### src/rtl/wb_pkg.sv
// rtl/wb_pkg.sv - shared constants and helpers for the writeback arbiter
package wb_pkg;

  localparam int XLEN_DEFAULT = 32;
  localparam int NUM_WB_PORTS = 3;

  localparam int PORT_ALU = 0;
  localparam int PORT_LSU = 1;
  localparam int PORT_MDU = 2;

  typedef logic [1:0] port_idx_t;

  // Round-robin successor over the three writeback ports.
  function automatic port_idx_t rr_next(input port_idx_t p);
    return (p == port_idx_t'(NUM_WB_PORTS - 1)) ? 2'd0 : p + 2'd1;
  endfunction

endpackage

### src/rtl/wb_arbiter_if.sv
// rtl/wb_arbiter_if.sv - requester ports and writeback bus of the arbiter
interface wb_arbiter_if #(
  parameter int XLEN = wb_pkg::XLEN_DEFAULT
);

  logic            p0_valid_i, p1_valid_i, p2_valid_i;
  logic [4:0]      p0_rd_i, p1_rd_i, p2_rd_i;
  logic [XLEN-1:0] p0_data_i, p1_data_i, p2_data_i;
  logic            p0_ready_o, p1_ready_o, p2_ready_o;
  logic            wb_o;
  logic [4:0]      wb_r_o;
  logic [XLEN-1:0] result_o;
  logic            busy_o;

  modport master (
    output p0_valid_i, p1_valid_i, p2_valid_i,
    output p0_rd_i, p1_rd_i, p2_rd_i,
    output p0_data_i, p1_data_i, p2_data_i,
    input  p0_ready_o, p1_ready_o, p2_ready_o,
    input  wb_o, wb_r_o, result_o, busy_o
  );

  modport slave (
    input  p0_valid_i, p1_valid_i, p2_valid_i,
    input  p0_rd_i, p1_rd_i, p2_rd_i,
    input  p0_data_i, p1_data_i, p2_data_i,
    output p0_ready_o, p1_ready_o, p2_ready_o,
    output wb_o, wb_r_o, result_o, busy_o
  );

endinterface

### src/rtl/wb_port_buf.sv
// rtl/wb_port_buf.sv - one-entry result buffer for a single writeback requester
module wb_port_buf #(
  parameter int XLEN = 32
) (
  input  logic            clk,
  input  logic            rst_n,
  input  logic            in_valid,
  input  logic [4:0]      in_rd,
  input  logic [XLEN-1:0] in_data,
  output logic            ready,
  input  logic            grant,
  output logic            buf_valid,
  output logic [4:0]      buf_rd,
  output logic [XLEN-1:0] buf_data
);

  // A granted entry leaves at this edge, so the slot may refill at the same edge.
  assign ready = !buf_valid || grant;

  always_ff @(posedge clk or negedge rst_n) begin
    if (!rst_n) begin
      buf_valid <= 1'b0;
      buf_rd    <= '0;
      buf_data  <= '0;
    end else if (in_valid && ready) begin
      buf_valid <= 1'b1;
      buf_rd    <= in_rd;
      buf_data  <= in_data;
    end else if (grant) begin
      buf_valid <= 1'b0;
    end
  end

endmodule

### src/rtl/wb_arbiter.sv
// rtl/wb_arbiter.sv - round-robin writeback arbiter over three buffered result ports
module wb_arbiter
  import wb_pkg::*;
#(
  parameter int        XLEN    = XLEN_DEFAULT,
  parameter port_idx_t RR_INIT = 2'd2
) (
  input  logic         clk,
  input  logic         rst_n,
  wb_arbiter_if.slave  bus
);

  logic [NUM_WB_PORTS-1:0] in_valid, ready, buf_valid, grant;
  logic [4:0]              in_rd    [NUM_WB_PORTS];
  logic [XLEN-1:0]         in_data  [NUM_WB_PORTS];
  logic [4:0]              buf_rd   [NUM_WB_PORTS];
  logic [XLEN-1:0]         buf_data [NUM_WB_PORTS];

  port_idx_t       last, gnt_idx, idx;
  logic            gnt_any;
  logic            wb_q;
  logic [4:0]      wb_r_q;
  logic [XLEN-1:0] result_q;

  assign in_valid = {bus.p2_valid_i, bus.p1_valid_i, bus.p0_valid_i};
  assign in_rd[PORT_ALU]   = bus.p0_rd_i;
  assign in_rd[PORT_LSU]   = bus.p1_rd_i;
  assign in_rd[PORT_MDU]   = bus.p2_rd_i;
  assign in_data[PORT_ALU] = bus.p0_data_i;
  assign in_data[PORT_LSU] = bus.p1_data_i;
  assign in_data[PORT_MDU] = bus.p2_data_i;

  for (genvar g = 0; g < NUM_WB_PORTS; g++) begin : g_buf
    wb_port_buf #(.XLEN(XLEN)) u_buf (
      .clk       (clk),
      .rst_n     (rst_n),
      .in_valid  (in_valid[g]),
      .in_rd     (in_rd[g]),
      .in_data   (in_data[g]),
      .ready     (ready[g]),
      .grant     (grant[g]),
      .buf_valid (buf_valid[g]),
      .buf_rd    (buf_rd[g]),
      .buf_data  (buf_data[g])
    );
  end

  // Search buffered entries only, starting one past the last winner.
  always_comb begin
    grant   = '0;
    gnt_any = 1'b0;
    gnt_idx = last;
    idx     = rr_next(last);
    for (int k = 0; k < NUM_WB_PORTS; k++) begin
      if (!gnt_any && buf_valid[idx]) begin
        gnt_any = 1'b1;
        gnt_idx = idx;
      end
      idx = rr_next(idx);
    end
    if (gnt_any) grant[gnt_idx] = 1'b1;
  end

  always_ff @(posedge clk or negedge rst_n) begin
    if (!rst_n) begin
      last     <= RR_INIT;
      wb_q     <= 1'b0;
      wb_r_q   <= '0;
      result_q <= '0;
    end else begin
      wb_q <= gnt_any;
      if (gnt_any) begin
        last     <= gnt_idx;
        wb_r_q   <= buf_rd[gnt_idx];
        result_q <= buf_data[gnt_idx];
      end
    end
  end

  assign bus.p0_ready_o = ready[PORT_ALU];
  assign bus.p1_ready_o = ready[PORT_LSU];
  assign bus.p2_ready_o = ready[PORT_MDU];
  assign bus.wb_o       = wb_q;
  assign bus.wb_r_o     = wb_r_q;
  assign bus.result_o   = result_q;
  assign bus.busy_o     = (|buf_valid) || wb_q;

endmodule

### src/flat_wrapper.sv
// flat-port wrapper written by rule: the top's interface ports become plain ports
module wb_arbiter_flat import wb_pkg::*;
#(
  parameter int        XLEN    = XLEN_DEFAULT,
  parameter port_idx_t RR_INIT = 2'd2
)
  (clk, rst_n, bus_p0_valid_i, bus_p1_valid_i, bus_p2_valid_i, bus_p0_rd_i, bus_p1_rd_i, bus_p2_rd_i, bus_p0_data_i, bus_p1_data_i, bus_p2_data_i, bus_p0_ready_o, bus_p1_ready_o, bus_p2_ready_o, bus_wb_o, bus_wb_r_o, bus_result_o, bus_busy_o);
  wb_arbiter_if #(.XLEN(XLEN)) bus_i ();
  input  logic clk;
  input  logic rst_n;
  input wire logic [$bits(bus_i.p0_valid_i)-1:0] bus_p0_valid_i;
  input wire logic [$bits(bus_i.p1_valid_i)-1:0] bus_p1_valid_i;
  input wire logic [$bits(bus_i.p2_valid_i)-1:0] bus_p2_valid_i;
  input wire logic [$bits(bus_i.p0_rd_i)-1:0] bus_p0_rd_i;
  input wire logic [$bits(bus_i.p1_rd_i)-1:0] bus_p1_rd_i;
  input wire logic [$bits(bus_i.p2_rd_i)-1:0] bus_p2_rd_i;
  input wire logic [$bits(bus_i.p0_data_i)-1:0] bus_p0_data_i;
  input wire logic [$bits(bus_i.p1_data_i)-1:0] bus_p1_data_i;
  input wire logic [$bits(bus_i.p2_data_i)-1:0] bus_p2_data_i;
  output wire logic [$bits(bus_i.p0_ready_o)-1:0] bus_p0_ready_o;
  output wire logic [$bits(bus_i.p1_ready_o)-1:0] bus_p1_ready_o;
  output wire logic [$bits(bus_i.p2_ready_o)-1:0] bus_p2_ready_o;
  output wire logic [$bits(bus_i.wb_o)-1:0] bus_wb_o;
  output wire logic [$bits(bus_i.wb_r_o)-1:0] bus_wb_r_o;
  output wire logic [$bits(bus_i.result_o)-1:0] bus_result_o;
  output wire logic [$bits(bus_i.busy_o)-1:0] bus_busy_o;
  assign bus_i.p0_valid_i = bus_p0_valid_i;
  assign bus_i.p1_valid_i = bus_p1_valid_i;
  assign bus_i.p2_valid_i = bus_p2_valid_i;
  assign bus_i.p0_rd_i = bus_p0_rd_i;
  assign bus_i.p1_rd_i = bus_p1_rd_i;
  assign bus_i.p2_rd_i = bus_p2_rd_i;
  assign bus_i.p0_data_i = bus_p0_data_i;
  assign bus_i.p1_data_i = bus_p1_data_i;
  assign bus_i.p2_data_i = bus_p2_data_i;
  assign bus_p0_ready_o = bus_i.p0_ready_o;
  assign bus_p1_ready_o = bus_i.p1_ready_o;
  assign bus_p2_ready_o = bus_i.p2_ready_o;
  assign bus_wb_o = bus_i.wb_o;
  assign bus_wb_r_o = bus_i.wb_r_o;
  assign bus_result_o = bus_i.result_o;
  assign bus_busy_o = bus_i.busy_o;
  wb_arbiter #(.XLEN(XLEN), .RR_INIT(RR_INIT)) u_core (.clk(clk), .rst_n(rst_n), .bus(bus_i));
endmodule
### config.mk
export PLATFORM = sky130hd
export DESIGN_NAME = wb_arbiter_flat
export DESIGN_NICKNAME = d
export VERILOG_FILES = /design/src/rtl/wb_pkg.sv /design/src/rtl/wb_arbiter_if.sv /design/src/rtl/wb_port_buf.sv /design/src/rtl/wb_arbiter.sv /design/src/flat_wrapper.sv
export SDC_FILE = /design/constraint.sdc
export NUM_CORES = 1
export LEC_CHECK = 0
export CAP_MARGIN = 20
export CORE_MARGIN = 3
export CORE_UTILIZATION = 44
export DETAILED_ROUTE_END_ITERATION = 8
export HOLD_SLACK_MARGIN = 0.06
export PLACE_DENSITY_LB_ADDON = 0.25
export SLEW_MARGIN = 20
export SYNTH_ARGS = -nofsm -noshare
export SYNTH_HDL_FRONTEND = slang
export SYNTH_SLANG_ARGS = --single-unit
### constraint.sdc
create_clock -name clk -period 1.9 [get_ports clk]
set_input_delay 0.38 -clock clk [delete_from_list [all_inputs] [get_ports clk]]
set_output_delay 0.38 -clock clk [all_outputs]
set_load 0.05 [all_outputs]
==> results of run 1 <==
## worst max-delay path by stage
stage                                                from                            endpoint  slack [ns]
after floorplan           u_core.g_buf[1].u_buf.buf_valid  u_core.g_buf[2].u_buf.buf_data[10]        0.05
after global placement                     bus_p1_valid_i  u_core.g_buf[1].u_buf.buf_data[20]        0.14
after detailed placement                   u_core.last[1]  u_core.g_buf[1].u_buf.buf_data[30]        0.07
after CTS                                  u_core.last[1]                      bus_p1_ready_o       -0.04
after global routing                       u_core.last[1]                      bus_p1_ready_o        -0.1
final                                      u_core.last[1]                      bus_p1_ready_o       -0.03
## final cells by class
class,instances,area share [%]
flip-flops and latches,154,43.0
clock inverters,10,1.56
inverters,2,0.0836
clock buffers,22,5.39
repair buffers,193,21.6
multi-input cells,246,25.9
well taps,176,2.45
## state kept, by name, indices dropped and copies added (netlist names)
register and cells:
u_core.bus.result_o 32, u_core.g_buf.u_buf.buf_rd 15, u_core.g_buf.u_buf.buf_data 96, u_core.last 2
u_core.g_buf.u_buf.buf_valid 3, u_core.bus.wb_o 1, u_core.bus.wb_r_o 5
## metal layers
metal | wire [um] | part of all wire (%) | vias to the layer above
li1 | - | - | 1938
met1 | 6410 | 42 | 2142
met2 | 7780 | 51 | 121
met3 | 704 | 4.6 | 24
met4 | 262 | 1.7 | 0
met5 | 0 | 0 | -
## cell usage in the layout (no fill, tap or decap), types with 2 or more instances in the layout
cell type        count
nand2_1              2
mux2_4               2
bufinv_16            3
o21ai_0             38
buf_4               41
buf_12              11
dfrtp_2              2
dlygate4sd2_1       19
dfrtp_1            151
buf_6                5
clkinv_2             2
clkinv_4             2
mux2_2              81
nand2b_1             5
clkbuf_8             4
mux2_1              28
nor2_1               2
clkbuf_16           18
o21ai_4              2
clkdlybuf4s50_1    114
a22oi_1             37
inv_1                2
mux2i_1             36
nand2_2              2
clkinvlp_4           3
## stage by stage
stage | power [uW] | TNS [ns] | std cells | worst slack [ns]
2_1_floorplan | 11000 | 0 | 429 | 0.0524
4_1_cts | 17300 | -0.0399 | 799 | -0.0399
3_3_place_gp | 13500 | 0 | 762 | 0.136
3_5_place_dp | 13700 | 0 | 762 | 0.0705
6_report | 17400 | -0.0359 | 803 | -0.0310
5_1_grt | 18300 | -1.81 | 803 | -0.0977
## repair_timing
action	CTS	global route
endpoints found under the setup margin	22	44
pin swaps	4	1
buffers inserted	4	3
gates cloned	0	1
endpoints found under the hold margin	32	0
hold buffers	1	0
gates resized for setup	26	8
## logic make-up (layout without fill, tap and decap cells)
| logic type | count (synthesis) | in the layout | synth area share [%] |
|---|---|---|---|
| multiplexers | 149 | 149 | 26.1 |
| buffers and inverters | 29 | 227 | 2.52 |
| AO/OA/AOI/OAI | 80 | 80 | 8.30 |
| AND/OR/NAND/NOR | 17 | 17 | 1.50 |
| flip-flops | 154 | 154 | 61.6 |
## where the power goes
| part | leakage [uW] | switching [uW] | internal, uW |
|---|---|---|---|
| registers | 0.00180 | 961 | 5020 |
| clock network | 0.000298 | 1290 | 2200 |
| logic | 0.00182 | 4280 | 3620 |
==> results.yml, run 1 <==
worst_setup_path:
  timing.critical_path.buf_inv: 1
  arrival_ns: 1.55
  timing.critical_path.to_type: "output pin"
  r2r_slack_ns: 0
  crit_path_start_kind: "flop"
  timing.setup.critical_path_class: "flop to output pin"
  cp.depth: 4
  reg2reg_to: "u_core.g_buf[1].u_buf.buf_data[20]"
  critical_path_peak_fanout: 2
  worstPathCellList: "mux2i_2 > a22oi_2 > nand2_2 > buf_8"
  required_ns: 1.52
  critical_path.slowest_cell: "dfstp_2"
  critical-path-max-stage-delay_ns: 0.55
  ff_to_ff_start: "u_core.last[1]"
  critical_path.top_delay_family: "flip-flops"
  r2r.worst_path.cells: 6
routing:
  wire_per_inst_um: 18.9
  finalWirelength_um: 15200
  number_of_drc_markers_after_the_initial_detailed_route_iteration: 214
  first_pass_iters: 7
  postRouteAntennaNets: 0
  drc_errors: 0
  vias: 4225
  viasPerCell: 5.26
timing:
  hold_viol: 0
  slew_at_the_pin_closest_to_its_max_slew_limit_ns: 0.497
  hold_worst_slack_ns: 0.422
  layout_setup_ws_ns: -0.0310
  finalCritPeriodShare_pct: 102
  relSlewSlack_pct: 67.0
  clock.fmax_mhz: 518
  pins_over_their_slew_limit: 0
  rsz_0062_raised_after_global_routing: "true"
  worst_clock_skew_ns: 0.00707
  report.final.setup_viol: 3
  period_needed_ns: 1.93
synthesis:
  synth.most_common_cell: "dfrtp_1"
  synth.ff_latch_count: 154
  postSynth.asyncResetShare_pct: 100
  synth_top_area_cells: "dfrtp_1, mux2_2, mux2i_1"
  syn_area_per_cell_um2: 14.6
  yosys.cell_types.count: 25
  synth_top_area_share_pct: 61.2
  synth_area_leader_cell: "dfrtp_1"
  netlist_area_mm2: 0.00626
  netlist_top_cells_count: "dfrtp_1, mux2_2, mux2i_1, o21ai_0, a22oi_1"
  synth_enable_flop_cells: 0
  synth_top_flop_cell: "dfrtp_1"
  synth_warnings: 0
  synth_fp_nets: 545
  synthCells: 429
  synth_sequential_area_ratio_pct: 61.6
global_routing:
  grt_util_met1_pct: 24.4
  groute.layer.met2.usage_pct: 33.3
  grt_start_max_net_pins: 39
  grtUsageTotal_pct: 19.5
  gr-usage-met3_pct: 4.52
  grt.overflow.total: 0
  grt_pass1_vias: 4490
  grt_busiest_layer: "met2"
  grt_antenna_before_repair: 0
  grt_first_pass_wirelength_um: 24000
placement:
  gp_routability_congestion: 0.769
  place.port_buffers: 157
  place_area_mm2: 0.00823
  place.detailed.hpwl_um: 10600
run_status:
  status: "finished, violations left"
  failed_checks: "setup timing"
finish:
  fin_nets: 730
  final_util_pct: 66.2
  ratio_of_cells_with_drive_above_1_in_the_final_layout_pct: 30.1
  flow.area_growth_from_synthesis_pct: 43.5
  multi_input_area_mm2: 0.00232
  area.sequential_mm2: 0.00386
  diodes: 0
  final_design_area_no_fill_mm2: 0.00898
  final.fill_count: 1006
clock_tree:
  clockBufferDepth: 2
  cts.root.buffer_cell: "clkbuf_16"
  clock_sink_count: 154
  worst_setup_hold_path_clk_slew_ns: 0.06
  cts_made_buffers: 17
  tritoncts_clock_tree: "built"
  clock_insertion_delay_worst_skew_ns: 0.42
  cts-htree-levels: 4
floorplan:
  chipHeight_um: 125
  core.rowCount: 42
  core_region_area_mm2: 0.0136
  fp.dieArea_mm2: 0.0157
  dieWidth_um: 125
  initial_utilization_pct: 46.1
  top_level_ports: 158
pwr:
  vdd_drop_max_v: 0.000877
  power_leakage_uw: 0.00392
  power.density_cell_area_mw_per_mm2: 1940
worst_hold_path:
  worst_hold_path_type: "primary input to async pin"
job:
  maxCapViolations: 0
Note: power is estimated with default switching activity, not from simulation.
==> inputs of run 2 (changes only) <==
--- a/config.mk
+++ b/config.mk
@@ -10,6 +10,7 @@
 export CORE_UTILIZATION = 44
 export DETAILED_ROUTE_END_ITERATION = 8
 export HOLD_SLACK_MARGIN = 0.06
+export MAX_ROUTING_LAYER = met4
 export PLACE_DENSITY_LB_ADDON = 0.25
 export SLEW_MARGIN = 20
 export SYNTH_ARGS = -nofsm -noshare
==> results.yml, run 2 (same netlist as run 1, synthesis figures left out) <==
finish:
  final_design_area_no_fill_mm2: 0.00898
  largest_reg_flops: 96
  final.fill_count: 1004
  max_flop_register: "u_core.g_buf.u_buf.buf_data"
  final_cell_mix: "dfrtp_1, clkdlybuf4s50_1, mux2_2"
  diodes: 0
  final_common_cell: "dfrtp_1"
  flow.area_growth_from_synthesis_pct: 43.5
  fin_nets: 730
  ratio_of_cells_with_drive_above_1_in_the_final_layout_pct: 30.3
routing:
  vias: 4216
  viasPerCell: 5.25
  first_pass_iters: 4
  finalWirelength_um: 15100
  wire_per_inst_um: 18.8
  drc_errors: 0
  number_of_drc_markers_after_the_initial_detailed_route_iteration: 243
  postRouteAntennaNets: 0
run_status:
  status: "finished, violations left"
  failed_checks: "setup timing"
timing:
  report.final.setup_viol: 3
  worst_clock_skew_ns: 0.00583
  finalCritPeriodShare_pct: 102
  slew_at_the_pin_closest_to_its_max_slew_limit_ns: 0.498
  rsz_0062_raised_after_global_routing: "true"
  layout_setup_ws_ns: -0.0311
  relSlewSlack_pct: 67.0
  setup_tns_ns: -0.0385
  hold_viol: 0
  period_needed_ns: 1.93
  pins_over_their_slew_limit: 0
  clock.fmax_mhz: 518
clock_tree:
  clockBufferDepth: 2
  tritoncts_clock_tree: "built"
  worst_setup_hold_path_clk_slew_ns: 0.06
  cts.root.buffer_cell: "clkbuf_16"
  clock_sink_count: 154
  cts_made_buffers: 17
  clock_insertion_delay_worst_skew_ns: 0.42
  cts-htree-levels: 4
floorplan:
  core.rowCount: 42
  core_region_area_mm2: 0.0136
  chipHeight_um: 125
  dieWidth_um: 125
  top_level_ports: 158
  initial_utilization_pct: 46.1
  fp.dieArea_mm2: 0.0157
placement:
  place.detailed.hpwl_um: 10600
  detailedPlace.worstSlack_ns: 0.0705
  place.port_buffers: 157
  gp_routability_congestion: 0.779
  place_area_mm2: 0.00823
global_routing:
  grtUsageTotal_pct: 20.1
  grt.overflow.total: 0
  grt_start_max_net_pins: 39
  grt_pass1_vias: 4481
  grt_antenna_before_repair: 0
  grt_first_pass_wirelength_um: 24000
worst_hold_path:
  worst_hold_path_type: "primary input to async pin"
worst_setup_path:
  critical_path_peak_fanout: 2
  required_ns: 1.52
  timing.setup.critical_path_class: "flop to output pin"
  arrival_ns: 1.55
  crit_path_start_kind: "flop"
  timing.critical_path.to_type: "output pin"
  r2r_slack_ns: 0
job:
  maxCapViolations: 0
pwr:
  power_leakage_uw: 0.00393
  power.density_cell_area_mw_per_mm2: 1940
  vdd_drop_max_v: 0.000877
==> run 2: worst paths after layout <==
check | start | endpoint | cells after the start
max reg2reg | u_core.last[1] | u_core.g_buf[1].u_buf.buf_data[30] | 6
max | u_core.last[1] | bus_p1_ready_o | 4
max in group asynchronous | rst_n | u_core.g_buf[2].u_buf.buf_data[14] | 3
min | rst_n | u_core.g_buf[0].u_buf.buf_data[25] | 2
min reg2reg | u_core.g_buf[1].u_buf.buf_data[21] | u_core.g_buf[1].u_buf.buf_data[21] | 1
min in group clk | u_core.g_buf[1].u_buf.buf_data[21] | u_core.g_buf[1].u_buf.buf_data[21] | 1
==> run 2: repair_timing <==
action | in CTS | in global routing
gates resized for setup | 26 | 9
setup endpoints to repair | 22 | 44
hold buffers | 1 | 0
setup buffers | 4 | 3
pin swaps | 4 | 1
cloned | 0 | 1
endpoints found under the hold margin | 32 | 0
==> run 2: per-layer routing <==
layer	part of all wire [%]	vias up	global-route usage (%)	routed length, um
met5	0	-	-	0
met4	2.0	0	6.89	295
met3	4.4	25	4.22	665
met2	51	110	33.3	7770
met1	42	2143	24.7	6380
li1	-	1938	-	-
==> run 2: worst max-delay path, stage by stage (launching register included) <==
cell and delay [ns]:
dfstp_2 0.55, mux2i_2 0.21, a22oi_2 0.11, nand2_2 0.11, buf_8 0.15
==> run 2: through the flow <==
step,std cells,hold WS [ns],total power (uW),util [%]
finish,803,0.421,17400,66.2
global route,803,0.472,18300,66.2
CTS,799,0.425,17300,65.6
detailed placement,762,0.301,13700,60.7
global placement,762,0.303,13500,60.7
floorplan,429,0.0844,11000,-
==> run 2: power breakdown <==
part	total [uW]	internal (uW)	switching [uW]
Sequential	5980	5020	955
Clock	3500	2200	1300
Combinational	7910	3630	4280
Total	17400	10900	6530
==> run 2: final cells by class <==
| class | count | area (um^2) | area share, % |
|---|---|---|---|
| well taps | 176 | 220 | 2.45 |
| clock inverters | 10 | 140 | 1.56 |
| repair buffers | 193 | 1940 | 21.6 |
| multi-input cells | 246 | 2330 | 25.9 |
| inverters | 2 | 7.51 | 0.0836 |
| flip-flops and latches | 154 | 3860 | 43.0 |
| clock buffers | 22 | 484 | 5.39 |
==> inputs of run 3 (changes only) <==
--- a/config.mk
+++ b/config.mk
@@ -12,6 +12,7 @@
 export HOLD_SLACK_MARGIN = 0.06
 export MAX_ROUTING_LAYER = met4
 export PLACE_DENSITY_LB_ADDON = 0.25
+export RECOVER_POWER = 25
 export SLEW_MARGIN = 20
 export SYNTH_ARGS = -nofsm -noshare
 export SYNTH_HDL_FRONTEND = slang
==> results.yml, run 3 (same netlist as run 1, synthesis figures left out) <==
run_status:
  status: "finished, violations left"
  failed_checks: "setup timing"
pwr:
  pwr-share-comb_pct: 45.5
  internal-power_uw: 10800
  total_switching_power_uw: 6520
  sw_frac_of_total_pct: 37.5
  power_leakage_uw: 0.00392
  power.density_cell_area_mw_per_mm2: 1940
  power.share.clock_pct: 20.1
  totalPowerFinal_uw: 17400
  vdd_drop_max_v: 0.000876
  sequentialPowerShare_pct: 34.4
clock_tree:
  clock_insertion_delay_worst_skew_ns: 0.42
  clockBufferDepth: 2
  cts_made_buffers: 17
  clock_sink_count: 154
  cts.root.buffer_cell: "clkbuf_16"
  tritoncts_clock_tree: "built"
  cts-htree-levels: 4
  worst_setup_hold_path_clk_slew_ns: 0.06
floorplan:
  dieWidth_um: 125
  chipHeight_um: 125
  fp.dieArea_mm2: 0.0157
  initial_utilization_pct: 46.1
  core.rowCount: 42
  core_region_area_mm2: 0.0136
  top_level_ports: 158
timing:
  finalCritPeriodShare_pct: 102
  period_needed_ns: 1.93
  report.final.setup_viol: 3
  layout_setup_ws_ns: -0.0289
  worst_clock_skew_ns: 0.00433
  slew_at_the_pin_closest_to_its_max_slew_limit_ns: 0.878
  pins_over_their_slew_limit: 0
  relSlewSlack_pct: 41.4
  hold_viol: 0
  clock.fmax_mhz: 518
  rsz_0062_raised_after_global_routing: "true"
  setup_tns_ns: -0.0313
global_routing:
  grt_antenna_before_repair: 0
  grt_pass1_vias: 4481
  grtUsageTotal_pct: 20.1
  grt.overflow.total: 0
  grt_util_met1_pct: 24.7
  grt_busiest_layer: "met2"
  grt_first_pass_wirelength_um: 24000
  grt_start_max_net_pins: 39
  groute.layer.met2.usage_pct: 33.3
  gr-usage-met3_pct: 4.22
worst_setup_path:
  timing.critical_path.from: "u_core.last[1]"
  crit_path_start_kind: "flop"
  ff_to_ff_start: "u_core.last[1]"
  r2r_slack_ns: 0
  timing.critical_path.to_type: "output pin"
  timing.setup.critical_path_class: "flop to output pin"
  r2r.worst_path.cells: 6
  reg2reg_to: "u_core.g_buf[1].u_buf.buf_data[30]"
  arrival_ns: 1.55
  required_ns: 1.52
  critical_path_peak_fanout: 2
placement:
  detailedPlace.worstSlack_ns: 0.0705
  gp_routability_congestion: 0.779
  place.detailed.hpwl_um: 10600
  place_area_mm2: 0.00823
  place.port_buffers: 157
worst_hold_path:
  worst_hold_path_type: "flop to flop"
  number_of_instances_on_the_worst_hold_path: 1
  worst_hold_path.endpoint: "u_core.g_buf[1].u_buf.buf_data[22]"
  min-delay-start: "u_core.g_buf[1].u_buf.buf_data[22]"
finish:
  ratio_of_cells_with_drive_above_1_in_the_final_layout_pct: 30.3
  largest_reg_flops: 96
  max_flop_register: "u_core.g_buf.u_buf.buf_data"
  flow.area_growth_from_synthesis_pct: 43.0
  final_common_cell: "dfrtp_1"
  final_cell_mix: "dfrtp_1, clkdlybuf4s50_1, mux2_2"
  final_design_area_no_fill_mm2: 0.00895
  diodes: 0
  fin_nets: 730
routing:
  postRouteAntennaNets: 0
  viasPerCell: 5.24
  wire_per_inst_um: 18.8
  vias: 4210
  first_pass_iters: 4
  drc_errors: 0
  finalWirelength_um: 15100
  number_of_drc_markers_after_the_initial_detailed_route_iteration: 220
job:
  maxCapViolations: 0
run 3: per-stage QoR:
step                      hold WS, ns  cells  util [%]
after floorplan                0.0844    429         -
after global placement          0.303    762      60.7
after detailed placement        0.301    762      60.7
after CTS                       0.425    799      65.6
after global routing            0.506    803      66.0
final                           0.492    803      66.0
run 3: repair_timing:
action                                 CTS  global route
pin swaps                                4             1
setup buffers                            4             3
cloned                                   0             1
endpoints found under the hold margin   32             0
gates resized for setup                 26             9
hold buffers                             1             0
setup endpoints to repair               22            44
run 3: final cells by class:
class	count	area (um^2)
inverter	2	7.51
clock buffer	22	484
tap	176	220
fill	1011	4610
multi-input combinational	246	2330
timing repair buffer	193	1910
sequential	154	3860
clock inverter	10	140
run 3: how the worst max path moves through the flow:
stage | end | cells after the start
global placement | u_core.g_buf[1].u_buf.buf_data[20] | 4
CTS | bus_p1_ready_o | 4
detailed placement | u_core.g_buf[1].u_buf.buf_data[30] | 5
floorplan | u_core.g_buf[2].u_buf.buf_data[10] | 6
finish | bus_p1_ready_o | 4
global route | bus_p1_ready_o | 4
run 3: per-layer routing:
metal  routed length [um]  share of wire (%)  vias to the layer above
met5                    0                  0                        -
met4                  295                2.0                        0
met3                  674                4.5                       25
met2                 7750                 51                      105
met1                 6380                 42                     2143
li1                     -                  -                     1937
run 3: worst max-delay path, cell delays in order (launching register included):
cell,delay (ns)
dfstp_2,0.55
mux2i_2,0.21
a22oi_2,0.11
nand2_2,0.11
buf_8,0.15
run 3: power by group through the flow:
stage	clock network [uW]	registers, uW	logic, uW
2_1_floorplan	0	7130	3850
5_1_grt	3710	6160	8460
6_report	3490	5980	7900
3_5_place_dp	0	6000	7730
3_3_place_gp	0	5910	7560
4_1_cts	3570	5960	7760
